File: src/rtl/zx_flash_port.sv
// ZX-bus I/O responder for the NeoGS flash programmer: five host ports mapped onto
// timed flash ROM read/write cycles (address regs, DATA, STATUS with overflow flag).
module zx_flash_port #(
  parameter logic [7:0] PORT_BASE = 8'hB0,
  parameter int         WE_CYC    = 3,
  parameter int         RD_CYC    = 4
) (
  input  logic        clk,
  input  logic        warmres_n,
  input  logic [7:0]  zxa,
  input  logic        zxiorq_n,
  input  logic        zxrd_n,
  input  logic        zxwr_n,
  input  logic [7:0]  zxid_in,
  output logic [7:0]  zxid_out,
  output logic        zxid_oe,
  output logic        zxblkiorq_n,
  output logic        zxbusin,
  output logic        zxbusena_n,
  output logic [18:0] mem_a,
  output logic [7:0]  mem_dout,
  output logic        mem_doe,
  input  logic [7:0]  mem_din,
  output logic        romcs_n,
  output logic        memoe_n,
  output logic        memwe_n,
  output logic        busy
);

  typedef enum logic [2:0] {IDLE, W_SETUP, W_PULSE, W_HOLD, R_PULSE, R_DONE} state_t;

  state_t      state_q;
  logic [18:0] addr_q, addr_d;
  logic [7:0]  wdat_q, rlatch_q, cnt_q;
  logic        ovf_q, ovf_d;
  logic        romcs_q, memoe_q, memwe_q, doe_q;
  logic [2:0]  wr_sync_q, rd_sync_q, rd_off_q;

  logic [7:0]  off;
  logic        in_rng, sel, wr_raw, rd_raw;
  logic        wr_ev, wr_act, rd_rise, rd_end, idle;

  // Decode straight from the pins so the bus buffers turn around immediately.
  assign off    = zxa - PORT_BASE;
  assign in_rng = (off < 8'd5);
  assign sel    = in_rng & ~zxiorq_n;

  assign zxblkiorq_n = ~sel;
  assign zxbusena_n  = ~sel;
  assign zxbusin     = ~(sel & ~zxrd_n);
  assign zxid_oe     = sel & ~zxrd_n;

  always_comb begin
    zxid_out = 8'h00;
    case (off)
      8'd0:    zxid_out = addr_q[7:0];
      8'd1:    zxid_out = addr_q[15:8];
      8'd2:    zxid_out = {5'b0, addr_q[18:16]};
      8'd3:    zxid_out = rlatch_q;
      8'd4:    zxid_out = {6'b0, ovf_q, ~idle};
      default: zxid_out = 8'h00;
    endcase
  end

  assign wr_raw = ~zxiorq_n & ~zxwr_n & sel;
  assign rd_raw = ~zxiorq_n & ~zxrd_n & sel;

  assign wr_ev   = wr_sync_q[1] & ~wr_sync_q[2];
  assign wr_act  = wr_ev & in_rng;
  assign rd_rise = rd_sync_q[1] & ~rd_sync_q[2];
  // A read-end coinciding with a write event is dropped; the write wins.
  assign rd_end  = ~rd_sync_q[1] & rd_sync_q[2] & ~wr_ev;
  assign idle    = (state_q == IDLE);
  assign addr_d  = addr_q + 19'd1;

  always_ff @(posedge clk) begin
    if (!warmres_n) begin
      wr_sync_q <= '0;
      rd_sync_q <= '0;
      rd_off_q  <= 3'd7;
    end else begin
      wr_sync_q <= {wr_sync_q[1:0], wr_raw};
      rd_sync_q <= {rd_sync_q[1:0], rd_raw};
      // The host may drop the address before the synced read-end arrives.
      if (rd_rise) rd_off_q <= in_rng ? off[2:0] : 3'd7;
    end
  end

  always_comb begin
    ovf_d = ovf_q;
    if (rd_end && rd_off_q == 3'd4) ovf_d = 1'b0;
    if (!idle && wr_act && off < 8'd4) ovf_d = 1'b1;
    if (!idle && rd_end && rd_off_q == 3'd3) ovf_d = 1'b1;
  end

  always_ff @(posedge clk) begin
    if (!warmres_n) begin
      state_q  <= IDLE;
      addr_q   <= '0;
      wdat_q   <= '0;
      rlatch_q <= 8'hFF;
      ovf_q    <= 1'b0;
      cnt_q    <= '0;
      romcs_q  <= 1'b1;
      memoe_q  <= 1'b1;
      memwe_q  <= 1'b1;
      doe_q    <= 1'b0;
    end else begin
      ovf_q <= ovf_d;
      case (state_q)
        IDLE: begin
          if (wr_act) begin
            case (off[2:0])
              3'd0: addr_q[7:0]   <= zxid_in;
              3'd1: addr_q[15:8]  <= zxid_in;
              3'd2: addr_q[18:16] <= zxid_in[2:0];
              3'd3: begin
                wdat_q  <= zxid_in;
                romcs_q <= 1'b0;
                doe_q   <= 1'b1;
                state_q <= W_SETUP;
              end
              default: ;
            endcase
          end else if (rd_end && rd_off_q == 3'd3) begin
            romcs_q <= 1'b0;
            memoe_q <= 1'b0;
            cnt_q   <= 8'(RD_CYC - 1);
            state_q <= R_PULSE;
          end
        end
        W_SETUP: begin
          memwe_q <= 1'b0;
          cnt_q   <= 8'(WE_CYC - 1);
          state_q <= W_PULSE;
        end
        W_PULSE: begin
          if (cnt_q == 8'd0) begin
            memwe_q <= 1'b1;
            state_q <= W_HOLD;
          end else begin
            cnt_q <= cnt_q - 8'd1;
          end
        end
        W_HOLD: begin
          romcs_q <= 1'b1;
          doe_q   <= 1'b0;
          addr_q  <= addr_d;
          state_q <= IDLE;
        end
        R_PULSE: begin
          if (cnt_q == 8'd0) begin
            rlatch_q <= mem_din;
            romcs_q  <= 1'b1;
            memoe_q  <= 1'b1;
            state_q  <= R_DONE;
          end else begin
            cnt_q <= cnt_q - 8'd1;
          end
        end
        R_DONE: begin
          addr_q  <= addr_d;
          state_q <= IDLE;
        end
        default: state_q <= IDLE;
      endcase
    end
  end

  assign mem_a    = addr_q;
  assign mem_dout = wdat_q;
  assign mem_doe  = doe_q;
  assign romcs_n  = romcs_q;
  assign memoe_n  = memoe_q;
  assign memwe_n  = memwe_q;
  assign busy     = ~idle;

endmodule

File: config.mk
export PLATFORM = sky130hd
export DESIGN_NAME = zx_flash_port
export DESIGN_NICKNAME = d
export VERILOG_FILES = /design/src/rtl/zx_flash_port.sv
export SDC_FILE = /design/constraint.sdc
export NUM_CORES = 1
export LEC_CHECK = 0
export CAP_MARGIN = 20
export CORE_ASPECT_RATIO = 0.5
export CORE_MARGIN = 8
export CORE_UTILIZATION = 55
export DETAILED_ROUTE_END_ITERATION = 16
export PLACE_DENSITY_LB_ADDON = 0.1
export SETUP_SLACK_MARGIN = 0.3
export SYNTH_ARGS = -nofsm -noshare
export SYNTH_HDL_FRONTEND = slang
export SYNTH_SLANG_ARGS = --single-unit
export TNS_END_PERCENT = 100
File: constraint.sdc
create_clock -name clk -period 4.62 [get_ports clk]
set_input_delay 0.924 -clock clk [delete_from_list [all_inputs] [get_ports clk]]
set_output_delay 0.924 -clock clk [all_outputs]
set_load 0.005 [all_outputs]
### Word-level counts from Yosys, hierarchy flattened

Cells that the tools add are included.

* register bits after elaboration: 60
* input bits: 29
* output and inout port bits: 44
* word-level logic and storage cells: 129

* add/subtract/negate cells: 3
* order comparisons: 2
* equality and inequality tests: 26
* multiplexer cells: 31
* bitwise logic cells: 21
* reductions and logical operators: 31

Operator list (count)
* 8-bit 2-to-1 mux: 5
* 8-bit one-hot mux with 5 select lines: 1
* 19-bit one-hot mux with 2 select lines: 1
* 8-bit one-hot mux with 3 select lines: 1
* 3-bit 2-to-1 mux: 7
* 19-bit by 1-bit adder with 19-bit output, second input constant: 1
* 19-bit 2-to-1 mux: 1
* 8-bit by 2-bit == test with 1-bit output, second input constant: 2
* 8-bit zero test: 2
* 8-bit by 3-bit < comparator with 1-bit output, second input constant: 2
* 4-bit AND reduction: 4
* 3-bit by 2-bit == test with 1-bit output, second input constant: 5
* 3-bit AND reduction: 5
* 3-bit one-hot mux with 4 select lines: 1
* 1-bit bitwise AND: 11
* 1-bit 2-to-1 mux: 10
* 2-bit by 1-bit != test with 1-bit output, second input constant: 5
* 2-bit != test, second input constant: 5
* 1-bit NOT: 10
* 3-bit == test, second input constant: 3
* 3-bit nonzero test: 3
* 8-bit by 1-bit == test with 1-bit output, second input constant: 1
* 8-bit by 3-bit == test with 1-bit output, second input constant: 1
* 2-bit nonzero test: 4
* other kinds (11): 23

### Longest topological paths before layout

* word-level depth: 8
* mapped depth: 7

### Least setup slack after synthesis

No wires, ideal clock.

* path type: input -> output
* start point: input port zxa[0]
* end point: output port zxid_out[3]
* data arrival time: 2.022 ns
* path slack: 1.674 ns
* cell stages on the path: 6
* path through: clkbuf_1 > buf_1 > mux2i_1 > nor2_1 > a21oi_1 > nor2_1

* longest elaborated chain between the ends: 3
* elaborated cells between the ends (all ways): 7

Ends and longest elaborated chain
* start: declaration: line 10 `input logic [7:0] zxa,`
* 8-bit subtractor (*): line 44 `assign off = zxa - PORT_BASE;`
* 8-bit by 3-bit == test with 1-bit output, or another cell as far along: line 55 `case (off)`
* 8-bit one-hot mux with 5 select lines (*): line 55
* end: declaration: line 15 `output logic [7:0] zxid_out,`

Mark *: on every way between the ends. The rest lies on a longest branch, timed or not.

### Final worst setup path

* start point: input port zxa[0]
* end point: output port zxid_out[0]

Same word-level chain as after synthesis.

==> reports/qor.yml <==
yosys_warnings: 0
syn-num-nets: 438
path_cells: "clkdlybuf4s50_1 > buf_4 > nor4bb_1 > nor3_1 > nor3_1 > clkdlybuf4s50_1"
grt_overflow_total: 0
worst_slew_pin_slew_ns: 0.912
synthFlopType: "dfxtp_1"
final.period_utilization_pct: 83.6
post_cts_buffers: 0
grt_pass1_wl_um: 17200
grt_max_degree: 33
yosys-top-cells-area: "dfxtp_1, mux2i_1, nand2_1"
die_w_um: 126
core_um2: 5960
port_buffers: 72
cp-start-kind: "primary input"
tns_ns: 0
cts_tree: "done"
skew_ns: 0.00566
syn_area_um2: 3320
ys_seq_area_share_pct: 36.2
ff2ff_setup_slack_ns: 2.11
grtUsageTotal_pct: 23.9
grt_pass1_vias: 3386
p_leak_nw: 1.60
cts_hold_buf: 0
start_util_pct: 55.7
dp_slack_ns: 0.761
min_to: "rd_sync_q[1]$_SDFF_PN0_"
yosysTopAreaCell: "dfxtp_1"
async_flop_share_pct: 0
die_h_um: 70.9
nNetsFinal: 502
synth_area_per_cell_um2: 8.17
worstSetupPathType: "primary input to output port"
yosysUniqueCellTypes: 64
slew_viol_final: 0
routed_via_density: 6.32
synth_most_common_cell: "dfxtp_1"
synth_seq_cells: 60
hold_path_startpoint: "rd_sync_q[0]$_SDFF_PN0_"
dp_hpwl_um: 7640
path_buf_inv: 3
drtIter0Drc: 381
drv_cap: 0
num_antenna_cells: 0
h-tree-depth: 3
antenna_found_initial: 0
rows: 20
slew_headroom_pct: 38.8
critPathArrivalTime_ns: 2.94
max_stage_delay_ns: 0.67
place.gp.congestion: 0.929
dpl_cell_area_um2: 4070
max_freq_mhz: 259
top_usage_layer: "met2"
layout-drive-gt1-share_pct: 8.21
min_path_cells: 1
synth_edf_count: 0
period_needed_ns: 3.86
finalHoldViolations: 0
rsz0062_at_grt: "false"
synth_common_cells: "dfxtp_1, nand2_1, nor2_1"
dr.pass1.iters: 5
syn2layout_area_growth_pct: 31.9
finalInstanceArea_um2: 4380
worst_ir_drop_vdd_mv: 0.269
grt_use_met2_pct: 37.1
die_area_um2: 8930
drc: 0
cts_buffers: 9
wl_per_cell_um: 19.4
crit_family: "buffers and inverters"
met3_usage_pct: 9.22
syn_inst: 406
cp_slowest_cell: "clkdlybuf4s50_1"
status: "finished, final reports clean"
rr_startpoint: "cnt_q[0]$_SDFFE_PN0P_"
clock_tree.buffer_depth: 2
cp_max_fo: 14
r2r_cells: 6
holdWs_ns: 0.448
detail-route-antenna-nets: 0
cts_sinks: 60
vias: 3491
ios: 73
setup_viol: 0
clk_latency_ns: 0.33
p_per_area_nw_per_um2: 456
cp.required_ns: 3.70
fin_ws_ns: 0.759
nFillCells: 452
path_clk_slew_ns: 0.05
hp-class: "flop to flop"
synth_top_cell_area_share_pct: 36.2
reg2reg_to: "rlatch_q[3]$_SDFFE_PN1P_"
crit_path_end_kind: "output port"
wl_um: 10700
gr-usage-met1_pct: 30.3
root_buffer: "clkbuf_16"
ctsResizeCount: 0
registers in the layout, summed over array words and instances (netlist names), 3 cells and up:
signal     cells
wr_sync_q      3
rlatch_q       8
cnt_q          8
rd_sync_q      3
mem_dout       8
rd_off_q       3
mem_a         19
state_q        3
how the worst max path moves through the flow:
stage                             end  startpoint  cells after the start
after floorplan           zxid_out[3]      zxa[0]                      6
after global placement    zxid_out[0]      zxa[0]                      6
after detailed placement  zxid_out[0]      zxa[0]                      6
after CTS                 zxid_out[0]      zxa[0]                      6
after global routing      zxid_out[0]      zxa[0]                      6
final                     zxid_out[0]      zxa[0]                      6
metrics by stage:
step	cells	power (mW)	utilization, %
2_1_floorplan	406	1.13	-
3_3_place_gp	536	1.28	68.4
3_5_place_dp	536	1.31	68.4
4_1_cts	552	1.99	73.5
5_1_grt	552	2.09	73.5
6_report	552	1.99	73.5
per-layer routing:
layer  routed length [um]  share of wire [%]
met1                 4710                 44
met2                 4760                 44
met3                 1050                9.8
met4                  174                1.6
met5                    0                  0
cells by family (layout without fill, tap and decap cells):
group,after synthesis,in the layout,share of synthesized area [%]
AOI/OAI and AO/OA,100,100,20.2
xor gates and xnor gates,3,3,1.02
adders and majority gates,3,3,1.13
buffers and inverters,40,109,5.05
DFF,60,60,36.2
muxes,23,23,7.43
and+or+nand+nor,177,177,29.0
power by group:
group,switching (mW),internal (mW)
clock network,0.234,0.442
registers,0.0891,0.582
logic,0.363,0.284
final cells by class:
| type | instances | area, um^2 | share of cell area (%) |
|---|---|---|---|
| inverters | 14 | 52.6 | 1.20 |
| clock inverters | 5 | 50.0 | 1.14 |
| well taps | 77 | 96.3 | 2.20 |
| multi-input cells | 306 | 1950 | 44.6 |
| flip-flops and latches | 60 | 1200 | 27.5 |
| repair buffers | 79 | 773 | 17.7 |
| clock buffers | 11 | 253 | 5.78 |
layout by cell type (no fill, tap or decap), types with 6 or more instances in the layout:
cell type	netlist	final
inv_1	13	13
clkdlybuf4s50_1	0	72
a21oi_1	26	26
mux2i_1	19	19
o211ai_1	6	6
nor3_1	15	15
a31oi_1	12	12
nand4_1	9	9
nor2_1	27	27
nand2_1	46	46
nand3_1	19	19
dfxtp_1	60	60
o21ai_0	14	14
and2_1	7	7
clkbuf_16	0	9
or3_1	8	8
buf_4	1	7
Power figures use the tool's default switching activity.
